**src/rtl/wb_arbiter_2_masters_pkg.sv**
```systemverilog
// ============================================================================
// Module   : wb_arbiter_2_masters_pkg
// Brief    : Shared Wishbone widths and arbiter owner-state encodings.
// Revision : 1.0
// ============================================================================
`default_nettype none

package wb_arbiter_2_masters_pkg;

    localparam int WB_DATA_WIDTH = 32;
    localparam int WB_ADDR_WIDTH = 32;
    localparam int WB_SEL_WIDTH  = 4;

    localparam logic [1:0] ST_IDLE     = 2'd0;
    localparam logic [1:0] ST_GRANT_M0 = 2'd1;
    localparam logic [1:0] ST_GRANT_M1 = 2'd2;

endpackage

`default_nettype wire

```
**src/rtl/wb_arbiter_2_masters.sv**
```systemverilog
// ============================================================================
// Module   : wb_arbiter_2_masters
// Brief    : Two-master Wishbone classic arbiter onto one shared slave.
// Revision : 1.0
// ============================================================================
`default_nettype none

module wb_arbiter_2_masters
    import wb_arbiter_2_masters_pkg::*;
#(
    parameter int DATA_WIDTH = WB_DATA_WIDTH,
    parameter int ADDR_WIDTH = WB_ADDR_WIDTH
) (
    input  logic                    clk,
    input  logic                    rst,

    input  logic                    i_m0_we,
    input  logic                    i_m0_stb,
    input  logic                    i_m0_cyc,
    input  logic [WB_SEL_WIDTH-1:0] i_m0_sel,
    input  logic [DATA_WIDTH-1:0]   i_m0_dat,
    input  logic [ADDR_WIDTH-1:0]   i_m0_adr,
    output logic [DATA_WIDTH-1:0]   o_m0_dat,
    output logic                    o_m0_ack,
    output logic                    o_m0_int,

    input  logic                    i_m1_we,
    input  logic                    i_m1_stb,
    input  logic                    i_m1_cyc,
    input  logic [WB_SEL_WIDTH-1:0] i_m1_sel,
    input  logic [DATA_WIDTH-1:0]   i_m1_dat,
    input  logic [ADDR_WIDTH-1:0]   i_m1_adr,
    output logic [DATA_WIDTH-1:0]   o_m1_dat,
    output logic                    o_m1_ack,
    output logic                    o_m1_int,

    output logic                    o_s_we,
    output logic                    o_s_stb,
    output logic                    o_s_cyc,
    output logic [WB_SEL_WIDTH-1:0] o_s_sel,
    output logic [DATA_WIDTH-1:0]   o_s_dat,
    output logic [ADDR_WIDTH-1:0]   o_s_adr,
    input  logic [DATA_WIDTH-1:0]   i_s_dat,
    input  logic                    i_s_ack,
    input  logic                    i_s_int
);

    logic [1:0] r_state;
    logic [1:0] w_next_state;

    // Releasing master hands over to a waiting peer before it can be re-granted.
    always_comb begin
        w_next_state = ST_IDLE;
        case (r_state)
            ST_IDLE: begin
                if (i_m0_cyc)      w_next_state = ST_GRANT_M0;
                else if (i_m1_cyc) w_next_state = ST_GRANT_M1;
                else               w_next_state = ST_IDLE;
            end
            ST_GRANT_M0: begin
                if (i_m0_cyc)      w_next_state = ST_GRANT_M0;
                else if (i_m1_cyc) w_next_state = ST_GRANT_M1;
                else               w_next_state = ST_IDLE;
            end
            ST_GRANT_M1: begin
                if (i_m1_cyc)      w_next_state = ST_GRANT_M1;
                else if (i_m0_cyc) w_next_state = ST_GRANT_M0;
                else               w_next_state = ST_IDLE;
            end
            default:               w_next_state = ST_IDLE;
        endcase
    end

    always_ff @(posedge clk or posedge rst) begin
        if (rst) r_state <= ST_IDLE;
        else     r_state <= w_next_state;
    end

    always_comb begin
        o_s_we   = 1'b0;
        o_s_stb  = 1'b0;
        o_s_cyc  = 1'b0;
        o_s_sel  = '0;
        o_s_dat  = '0;
        o_s_adr  = '0;
        o_m0_ack = 1'b0;
        o_m0_dat = '0;
        o_m1_ack = 1'b0;
        o_m1_dat = '0;
        case (r_state)
            ST_GRANT_M0: begin
                o_s_we   = i_m0_we;
                o_s_stb  = i_m0_stb;
                o_s_cyc  = i_m0_cyc;
                o_s_sel  = i_m0_sel;
                o_s_dat  = i_m0_dat;
                o_s_adr  = i_m0_adr;
                o_m0_ack = i_s_ack;
                o_m0_dat = i_s_dat;
            end
            ST_GRANT_M1: begin
                o_s_we   = i_m1_we;
                o_s_stb  = i_m1_stb;
                o_s_cyc  = i_m1_cyc;
                o_s_sel  = i_m1_sel;
                o_s_dat  = i_m1_dat;
                o_s_adr  = i_m1_adr;
                o_m1_ack = i_s_ack;
                o_m1_dat = i_s_dat;
            end
            default: ;
        endcase
    end

    assign o_m0_int = i_s_int;
    assign o_m1_int = i_s_int;

endmodule

`default_nettype wire

```
**config.mk**
```make
export PLATFORM = sky130hd
export DESIGN_NAME = wb_arbiter_2_masters
export DESIGN_NICKNAME = d
export VERILOG_FILES = /design/src/rtl/wb_arbiter_2_masters_pkg.sv /design/src/rtl/wb_arbiter_2_masters.sv
export SDC_FILE = /design/constraint.sdc
export NUM_CORES = 1
export LEC_CHECK = 0
export CORE_AREA = 5 5 118 120
export DETAILED_ROUTE_END_ITERATION = 16
export DIE_AREA = 0 0 123 125
export SLEW_MARGIN = 20
export SYNTH_ARGS = -nofsm -noshare
export SYNTH_HDL_FRONTEND = slang
export SYNTH_SLANG_ARGS = --single-unit
```
**constraint.sdc**
```tcl
create_clock -name clk -period 2.9 [get_ports clk]
set_clock_uncertainty 0.1 [all_clocks]
set_input_delay 0.58 -clock clk [delete_from_list [all_inputs] [get_ports clk]]
set_output_delay 0.58 -clock clk [all_outputs]
set_load 0.02 [all_outputs]
```
==> flow_summary.toml, run 1 <==
[die]
std_cell_rows = 42
die_area_um2 = 15400
die-width_um = 123
start_util = 0.133
die_boundary_height_um = 125
coreArea_um2 = 12900
ioPinCount = 317

[logic_synthesis]
synth_cell_types = 13
synthesis.area_per_instance_um2 = 6.74
synth_warnings = 0
synthesis.area_um2 = 1720
syn_inst = 255
syn-num-nets = 437
ys_ff_latch = 2
synth_seq_area_share = 0.0291

[detailed_routing]
routed_wire_length_per_instance_um = 16.7
postRouteAntennaNets = 0
drt-initial-drc-count = 83
drc_violation_count_after_routing = 0
wirelength_um = 12100
post_drt_via_cell_ratio = 4.16
routed-via-count = 3002
drt_first_pass_iters = 4

[cells_and_area]
share_of_post_route_cells_with_drive_strength_above_1 = 0.0256
layout-area-overhead-vs-synth_pct = 207
n_antenna_cell = 0
largest_register_ff_count = 2
layout.filler_cells = 1312
reg_top3 = "r_state: 2 flops"
largest-register = "r_state"
postLayoutCellArea_um2 = 5270
design.final.nets = 730

[placement]
numPortBuffers = 313
place.gp.congestion = 0.828
placedInstanceArea_um2 = 5030
place.detailed.hpwl_um = 9440

[grt]
number_of_global_route_vias_before_repair = 3113
grt_first_pass_wirelength_um = 16800
grt_usage = 0.134
antenna_found_initial = 0
grt_start_max_net_pins = 65
grt_remaining_overflow = 0

[run_status]
outcome = "completed"

[worst_setup_path]
timing.reg2reg.setup_slack_ns = 1.28
cp.required_ns = 2.22
worst_path_dominant_cell_family = "buffers and inverters"
crit-reg2reg-launch = "r_state[0]"
critical_path_startpoint_category = "register"
crit_path_max_incr_delay_ns = 0.61
timing.critical_path.cells = "inv_1 -> ha_2 -> buf_12 -> a22oi_1 -> nor2b_1 -> clkdlybuf4s50_1"
cp-end-kind = "output pin"
critical_setup_path_kind = "reg2out"
cp_max_fo = 42
r2r-end = "r_state[0]"
cp_num_buf_inv = 3
worst_r2r_path_depth = 5
cp_slowest_cell = "sky130_fd_sc_hd__clkdlybuf4s50_1"
critPathArrivalTime_ns = 2.13

[sta]
highest_attainable_clock_frequency_mhz = 356
worst_slew_pin_slew_ns = 0.291
drv_slew = 0
worst_slew_margin_rel = 0.805
min_period_ns = 2.81
tns_ns = 0
finalHoldViolCount = 0
layout_worst_path_cycle_share = 0.969
setup_viol = 0
grt_setup_unrepaired = "no"

[power_and_ir_drop]
p_leak_uw = 0.00255
total_power_uw = 2060
vdd_ir_drop_max_v = 0.000255
power.density_cell_area_nw_per_um2 = 390

[cts]
tritoncts = "built"
tritoncts.num_buffers = 3
cts_root_buf = "sky130_fd_sc_hd__clkbuf_16"
clock_sinks = 2
cts.reportedPaths.clkPinSlew_ns = 0.03
cts_max_level = 1
clkLatencyLatePin_ns = 0.22
clock_tree.buffer_depth = 2

[min_path]
min_delay_path_class = "in2async"

[job]
maxCapViolations = 0
-- Yosys cell counts --
cell | instances | area share
sky130_fd_sc_hd__nor2b_1 | 72 | 0.26
sky130_fd_sc_hd__a22oi_1 | 71 | 0.31
sky130_fd_sc_hd__and2_1 | 66 | 0.24
sky130_fd_sc_hd__buf_2 | 15 | 0.044
sky130_fd_sc_hd__clkbuf_1 | 12 | 0.026
sky130_fd_sc_hd__ha_1 | 4 | 0.029
sky130_fd_sc_hd__inv_1 | 4 | 0.0087
sky130_fd_sc_hd__buf_4 | 3 | 0.013
sky130_fd_sc_hd__buf_6 | 3 | 0.020
sky130_fd_sc_hd__dfrtp_1 | 2 | 0.029
sky130_fd_sc_hd__o211a_1 | 1 | 0.0058
sky130_fd_sc_hd__o21ba_2 | 1 | 0.0058
sky130_fd_sc_hd__o311a_1 | 1 | 0.0058
-- final cells by class --
cell class / instances / area, um2 / share of cell area
Clock buffer: 3 / 75.1 / 0.0142
Inverter: 4 / 15.0 / 0.00285
Multi-Input combinational cell: 216 / 1490 / 0.283
Sequential cell: 2 / 50.0 / 0.00949
Tap cell: 176 / 220 / 0.0418
Timing Repair Buffer: 321 / 3420 / 0.649
-- worst max-delay path by stage --
stage	start	end	slack, ns	cells past startpoint
after floorplan	r_state[0]	o_s_dat[25]	0.79	7
after global placement	r_state[0]	o_s_adr[9]	0.27	6
after detailed placement	r_state[0]	o_s_adr[9]	0.24	6
after CTS	r_state[0]	o_s_adr[9]	0.01	6
after global routing	r_state[0]	o_s_adr[15]	0.007	5
final	r_state[0]	o_s_dat[4]	0.09	6
-- placed cells by master, fill, tap and decap left out --
cell type                           n
sky130_fd_sc_hd__clkdlybuf4s50_1  269
sky130_fd_sc_hd__nor2b_1           72
sky130_fd_sc_hd__a22oi_1           71
sky130_fd_sc_hd__and2_1            66
sky130_fd_sc_hd__dlymetal6s2s_1    44
sky130_fd_sc_hd__clkbuf_16          5
sky130_fd_sc_hd__buf_12             5
sky130_fd_sc_hd__inv_1              4
sky130_fd_sc_hd__ha_1               2
sky130_fd_sc_hd__dfrtp_1            2
sky130_fd_sc_hd__o21ba_2            1
sky130_fd_sc_hd__o211a_1            1
sky130_fd_sc_hd__o311a_1            1
sky130_fd_sc_hd__ha_2               1
sky130_fd_sc_hd__ha_4               1
sky130_fd_sc_hd__buf_16             1
-- metal layers --
metal / GRT usage / vias to the layer above / wire, um
met5: 0 / - / 0
met4: 0.0124 / 0 / 51
met3: 0.0452 / 4 / 1140
met2: 0.258 / 144 / 6420
met1: 0.145 / 1389 / 4450
li1: - / 1465 / -
-- where the power goes --
group	leakage, uW	internal (uW)	switching, uW	total [uW]
registers	0.0000257	33.3	6.23	39.6
logic	0.00248	959	852	1810
clock network	0.0000370	175	30.2	205
total	0.00255	1170	889	2060
-- through the flow --
step | hold WS [ns] | instances | worst slack [ns] | utilization
2_1_floorplan | 0.221 | 255 | 0.790 | -
3_3_place_gp | 0.619 | 717 | 0.272 | 0.391
3_5_place_dp | 0.642 | 717 | 0.241 | 0.391
4_1_cts | 0.431 | 720 | 0.0138 | 0.397
5_1_grt | 0.438 | 722 | 0.00725 | 0.410
6_report | 0.422 | 722 | 0.0893 | 0.410
-- cells by family (layout without fill, tap and decap cells) --
kind of cell,count (synthesis),in the layout,synth area share
buf+inv,37,328,0.111
fa+ha+maj,4,4,0.0291
compound gates,74,74,0.328
simple gates,138,138,0.503
flops,2,2,0.0291
-- what timing repair did --
item / CTS / global route
endpoints found under the hold margin: 0 / 0
buffers inserted: 0 / 0
setup endpoints to repair: 0 / 48
hold buffers: 0 / 0
gates resized for setup: 0 / 45
(Power assumes the default switching activity.)
==> run 2: changes to the inputs <==
- CORE_AREA: 5 5 118 120 -> 2 2 122 124
- DIE_AREA: 0 0 123 125 -> 0 0 124 126
- TNS_END_PERCENT: default -> 5
==> run 2 against run 1 <==
  * Core utilization is 5.0 points lower
  * Fmax rose by 0.25%
  * Sequential share of layout area about the same
  * Final cell count increased by 0.83%
  * Worst setup slack better by 0.0069 ns
  * Count of clock-buffer cells in the layout is the same
  * Via count decreased by 1.6%
  * Sequential cell count stayed put
  * Largest cell class unchanged
  * Largest power group unchanged
==> flow_summary.toml, run 2 (synthesis gave the netlist of run 1 again) <==
[grt]
grt_start_max_net_pins = 58
number_of_global_route_vias_before_repair = 3007
grt_first_pass_wirelength_um = 15100
grt_usage = 0.119
antenna_found_initial = 0
grt_remaining_overflow = 0

[cts]
clock_sinks = 2
cts.reportedPaths.clkPinSlew_ns = 0.03
clkLatencyLatePin_ns = 0.22
post_cts.repair.setup_buffers = 0
tritoncts = "built"
clock_tree.buffer_depth = 2
tritoncts.num_buffers = 3
cts_max_level = 1
cts_root_buf = "sky130_fd_sc_hd__clkbuf_16"

[power_and_ir_drop]
power.density_cell_area_nw_per_um2 = 387
p_leak_uw = 0.00194
total_power_uw = 1990
vdd_ir_drop_max_v = 0.000303

[sta]
tns_ns = 0
grt_setup_unrepaired = "yes"
setup_viol = 0
highest_attainable_clock_frequency_mhz = 357
drv_slew = 0
min_period_ns = 2.80
worst_slew_pin_slew_ns = 0.264
worst_slew_margin_rel = 0.823
hold_slack_ns = 0.413
finalHoldViolCount = 0
layout_worst_path_cycle_share = 0.967

[placement]
numPortBuffers = 313
place.detailed.hpwl_um = 8560
place.gp.congestion = 0.800

[cells_and_area]
final_common_cell = "sky130_fd_sc_hd__clkdlybuf4s50_1"
layout-area-overhead-vs-synth_pct = 199
reg_top3 = "r_state: 2 flops"
multi_input_area_um2 = 1500
share_of_post_route_cells_with_drive_strength_above_1 = 0.0221
layout.filler_cells = 1454
register_area_um2 = 50.0
largest-register = "r_state"
layout.cells.most_common_list = "302 x sky130_fd_sc_hd__clkdlybuf4s50_1, 72 x sky130_fd_sc_hd__nor2b_1, 71 x sky130_fd_sc_hd__a22oi_1"
n_antenna_cell = 0
largest_register_ff_count = 2
finalCoreUtilization = 0.359
design.final.nets = 728

[worst_setup_path]
cp.required_ns = 2.22
cp-end-kind = "output pin"
critical_path_startpoint_category = "register"
critical_setup_path_kind = "reg2out"
critPathArrivalTime_ns = 2.12
cp_max_fo = 22

[detailed_routing]
drt_first_pass_iters = 5
wirelength_um = 10400
routed-via-count = 2954
drc_violation_count_after_routing = 0
postRouteAntennaNets = 0
drt-initial-drc-count = 109
post_drt_via_cell_ratio = 4.06
routed_wire_length_per_instance_um = 14.2

[die]
std_cell_rows = 44
ioPinCount = 317
die-width_um = 124
die_boundary_height_um = 126
die_area_um2 = 15600
start_util = 0.120
coreArea_um2 = 14300

[job]
maxCapViolations = 0

[run_status]
outcome = "completed"

[min_path]
min_delay_path_class = "in2async"
## run 2: final timing paths
check                            from          to  slack, ns  depth (start not counted)
max                        r_state[0]  o_s_sel[3]        0.1                          5
min                               rst  r_state[0]       0.41                          2
max reg2reg                r_state[0]  r_state[0]       1.33                          5
min reg2reg                r_state[1]  r_state[1]       0.67                          3
max in group asynchronous         rst  r_state[1]       2.18                          2
min in group clk           r_state[1]  r_state[1]       0.67                          3
## run 2: worst max-delay path, cell delays in order, from the launching register on
cell and delay [ns]:
sky130_fd_sc_hd__dfrtp_1 0.40, sky130_fd_sc_hd__inv_1 0.11, sky130_fd_sc_hd__ha_1 0.35, sky130_fd_sc_hd__buf_4 0.24
sky130_fd_sc_hd__nor2b_1 0.16, sky130_fd_sc_hd__clkdlybuf4s50_1 0.63
## run 2: area by class of cell
class | count | share of cell area
clock buffer | 3 | 0.0146
inverter | 4 | 0.00292
multi-input combinational | 216 | 0.292
sequential | 2 | 0.00974
tap | 184 | 0.0448
timing repair buffer | 319 | 0.636
## run 2: report_power, final
| part | internal, uW | switching [uW] | total (uW) |
|---|---|---|---|
| Combinational | 930 | 815 | 1750 |
| Sequential | 33.3 | 6.71 | 40.0 |
| Clock | 175 | 30.9 | 206 |
## run 2: through the flow
step                setup slack (ns)  cells  instance area [um2]
floorplan                      0.790    255                 1720
global placement               0.259    725                 5040
detailed placement             0.277    725                 5040
CTS                           0.0698    728                 5110
global route                 -0.0123    728                 5140
finish                        0.0962    728                 5140
## run 2: routing by layer
layer | routed length (um) | track usage | share of wire
met1 | 3880 | 0.132 | 0.37
met2 | 5400 | 0.230 | 0.52
met3 | 994 | 0.0263 | 0.096
met4 | 89 | 0.0185 | 0.0086
met5 | 0 | 0 | 0
## run 2: repair_timing
item,4_1_cts,5_1_grt
hold buffers,0,0
endpoints found under the hold margin,0,0
setup endpoints to repair,0,13
resized for setup,0,11
==> run 3: changes to the inputs <==
- ABC_AREA: default -> 1
- ABC_CLOCK_PERIOD_IN_PS: default -> 2900
- CAP_MARGIN: default -> 5
- CORE_AREA: 2 2 122 124 -> 2 2 123 125
- DIE_AREA: 0 0 124 126 -> 0 0 125 127
==> run 3 against run 2 <==
  * Synthesized area rose by 5.1%
  * Critical path type unchanged
  * Worst hold slack improved by 0.017 ns
  * Fmax fell by 0.37%
==> flow_summary.toml, run 3 <==
[logic_synthesis]
synth_seq_area_share = 0.0277
synthesis.area_um2 = 1810
async_flop_share = 1.00
postSynth.topFlopCell = "sky130_fd_sc_hd__dfrtp_1"
synth_enable_flop_cells = 0
synth_warnings = 0
synthesis.area_per_instance_um2 = 4.54
synth_cell_types = 14
synth_area_leaders = "sky130_fd_sc_hd__nand2_1 42%, sky130_fd_sc_hd__a21oi_1 17%, sky130_fd_sc_hd__inv_1 15%, sky130_fd_sc_hd__buf_2 5.0%, sky130_fd_sc_hd__a21oi_2 4.9%"
netlist.area_leader.share = 0.418
synth_largest_area_cell = "sky130_fd_sc_hd__nand2_1"
yosysMostFrequentCell = "sky130_fd_sc_hd__nand2_1"
synth.top_cells.by_count = "201 x sky130_fd_sc_hd__nand2_1, 72 x sky130_fd_sc_hd__inv_1, 63 x sky130_fd_sc_hd__a21oi_1, 18 x sky130_fd_sc_hd__buf_2"
syn_inst = 398
syn-num-nets = 580
ys_ff_latch = 2

[die]
die_area_um2 = 15900
coreArea_um2 = 14400
ioPinCount = 317
die-width_um = 125
die_boundary_height_um = 127
start_util = 0.125
std_cell_rows = 44

[grt]
grt_first_pass_wirelength_um = 17000
number_of_global_route_vias_before_repair = 3246
grt_start_max_net_pins = 56
grt_usage = 0.131
antenna_found_initial = 0
grt_remaining_overflow = 0

[worst_setup_path]
crit_path_max_incr_delay_ns = 0.65
timing.critical_path.cells = "inv_1 -> ha_4 -> buf_12 -> nand2_1 -> a21oi_1 -> clkdlybuf4s50_1"
cp_max_fo = 55
critical_setup_path_kind = "reg2out"
critical_path_startpoint_category = "register"
cp-end-kind = "output pin"
timing.reg2reg.setup_slack_ns = 1.44
critPathArrivalTime_ns = 2.13
cp_slowest_cell = "sky130_fd_sc_hd__clkdlybuf4s50_1"
worst_r2r_path_depth = 7
cp.required_ns = 2.22

[detailed_routing]
routed-via-count = 3368
routed_wire_length_per_instance_um = 12.8
postRouteAntennaNets = 0
drt-initial-drc-count = 100
drt_first_pass_iters = 5
post_drt_via_cell_ratio = 3.86
wirelength_um = 11200
drc_violation_count_after_routing = 0

[cts]
cts_max_level = 1
clkLatencyLatePin_ns = 0.22
cts-hold-fix-buffers = 0
cts_root_buf = "sky130_fd_sc_hd__clkbuf_16"
clock_sinks = 2
cts.reportedPaths.clkPinSlew_ns = 0.03
clock_tree.buffer_depth = 2
tritoncts = "built"
tritoncts.num_buffers = 3
post_cts.repair.setup_buffers = 0

[cells_and_area]
multi_input_area_um2 = 1300
n_antenna_cell = 0
register_area_um2 = 50.0
design.final.nets = 873
final-instance-count-excl-fill = 873
share_of_post_route_cells_with_drive_strength_above_1 = 0.0522
largest-register = "r_state"
final_common_cell = "sky130_fd_sc_hd__clkdlybuf4s50_1"
layout.filler_cells = 1576
finalCoreUtilization = 0.361
layout-area-overhead-vs-synth_pct = 189
largest_register_ff_count = 2
reg_top3 = "r_state: 2 flops"
layout.cells.most_common_list = "301 x sky130_fd_sc_hd__clkdlybuf4s50_1, 201 x sky130_fd_sc_hd__nand2_1, 72 x sky130_fd_sc_hd__inv_1"

[placement]
place.detailed.hpwl_um = 9260
dpl.cell_count = 870
place.gp.congestion = 0.765
numPortBuffers = 313

[power_and_ir_drop]
total_power_uw = 3550
p_leak_uw = 0.00244
power.density_cell_area_nw_per_um2 = 682
vdd_ir_drop_max_v = 0.000343

[sta]
highest_attainable_clock_frequency_mhz = 355
finalHoldViolCount = 0
tns_ns = 0
min_period_ns = 2.81
setup_viol = 0
worst_slew_pin_slew_ns = 0.302
worst_slew_margin_rel = 0.798
drv_slew = 0
layout_worst_path_cycle_share = 0.970

[min_path]
min_delay_path_class = "in2async"

[run_status]
outcome = "completed"

[job]
maxCapViolations = 0
==> run 3: cell count changes in the layout (fill, tap and decap cells not counted), moves of 2 or more <==
cell and delta:
sky130_fd_sc_hd__buf_4 +3, sky130_fd_sc_hd__dlymetal6s2s_1 -3, sky130_fd_sc_hd__nand2_1 +201, sky130_fd_sc_hd__a21oi_1 +63, sky130_fd_sc_hd__a22oi_1 -71, sky130_fd_sc_hd__nand2_2 +10
sky130_fd_sc_hd__a21oi_2 +10, sky130_fd_sc_hd__inv_1 +68, sky130_fd_sc_hd__nor2b_1 -72, sky130_fd_sc_hd__dlygate4sd2_1 +2, sky130_fd_sc_hd__and2_1 -66
==> run 3: layout make-up <==
type                    count  share of cell area
clock buffers               3              0.0144
inverters                  73              0.0526
multi-input cells         290               0.250
flip-flops and latches      2             0.00960
well taps                 184              0.0442
repair buffers            321               0.629
==> run 3: through the flow <==
stage	hold slack (ns)	worst slack [ns]	cell area (um2)
2_1_floorplan	0.221	0.876	1810
3_3_place_gp	0.572	0.152	5120
5_1_grt	0.442	-0.000455	5210
4_1_cts	0.431	0.0138	5190
3_5_place_dp	0.585	0.164	5120
6_report	0.430	0.0859	5210
==> run 3: layer usage <==
layer  vias to the layer above  global-route usage  part of all wire
met4                         0              0.0118            0.0016
met3                         2              0.0360             0.095
met5                         -                   0                 0
met1                      1427               0.154              0.39
met2                       192               0.245              0.51
li1                       1747                   -                 -
==> run 3: critical path, delay by kind of cell (launching register included) <==
family                     cells  cell delay (ns)
and+or+nand+nor                1             0.08
buffers and inverters          3             1.02
adders and majority gates      1             0.18
DFF                            1             0.41
AOI/OAI and AO/OA              1             0.18
==> run 3: cell families after synthesis <==
family	synth area share
adders and majority gates	0.0277
DFF	0.0277
AOI/OAI and AO/OA	0.223
buffers and inverters	0.264
and+or+nand+nor	0.457
==> run 3: power by group <==
part	switching (uW)	internal [uW]	leakage, uW	total (uW)
clock network	30.2	175	0.0000370	205
registers	14.1	39.2	0.0000256	53.3
logic	1860	1430	0.00237	3300
total	1910	1650	0.00244	3550
==> run 3: repair_timing <==
item,in CTS,in global routing
cloned,0,0
resized for setup,2,8
setup endpoints to repair,2,8
==> run 3: path summary, 6_finish.rpt <==
| check | start | to |
|---|---|---|
| worst max-delay path | r_state[0] | o_s_dat[4] |
| worst min-delay path | rst | r_state[1] |
| worst max register to register | r_state[1] | r_state[0] |
| worst min register to register | r_state[1] | r_state[1] |
| max in group asynchronous | rst | r_state[0] |
| min in group clk | r_state[1] | r_state[1] |
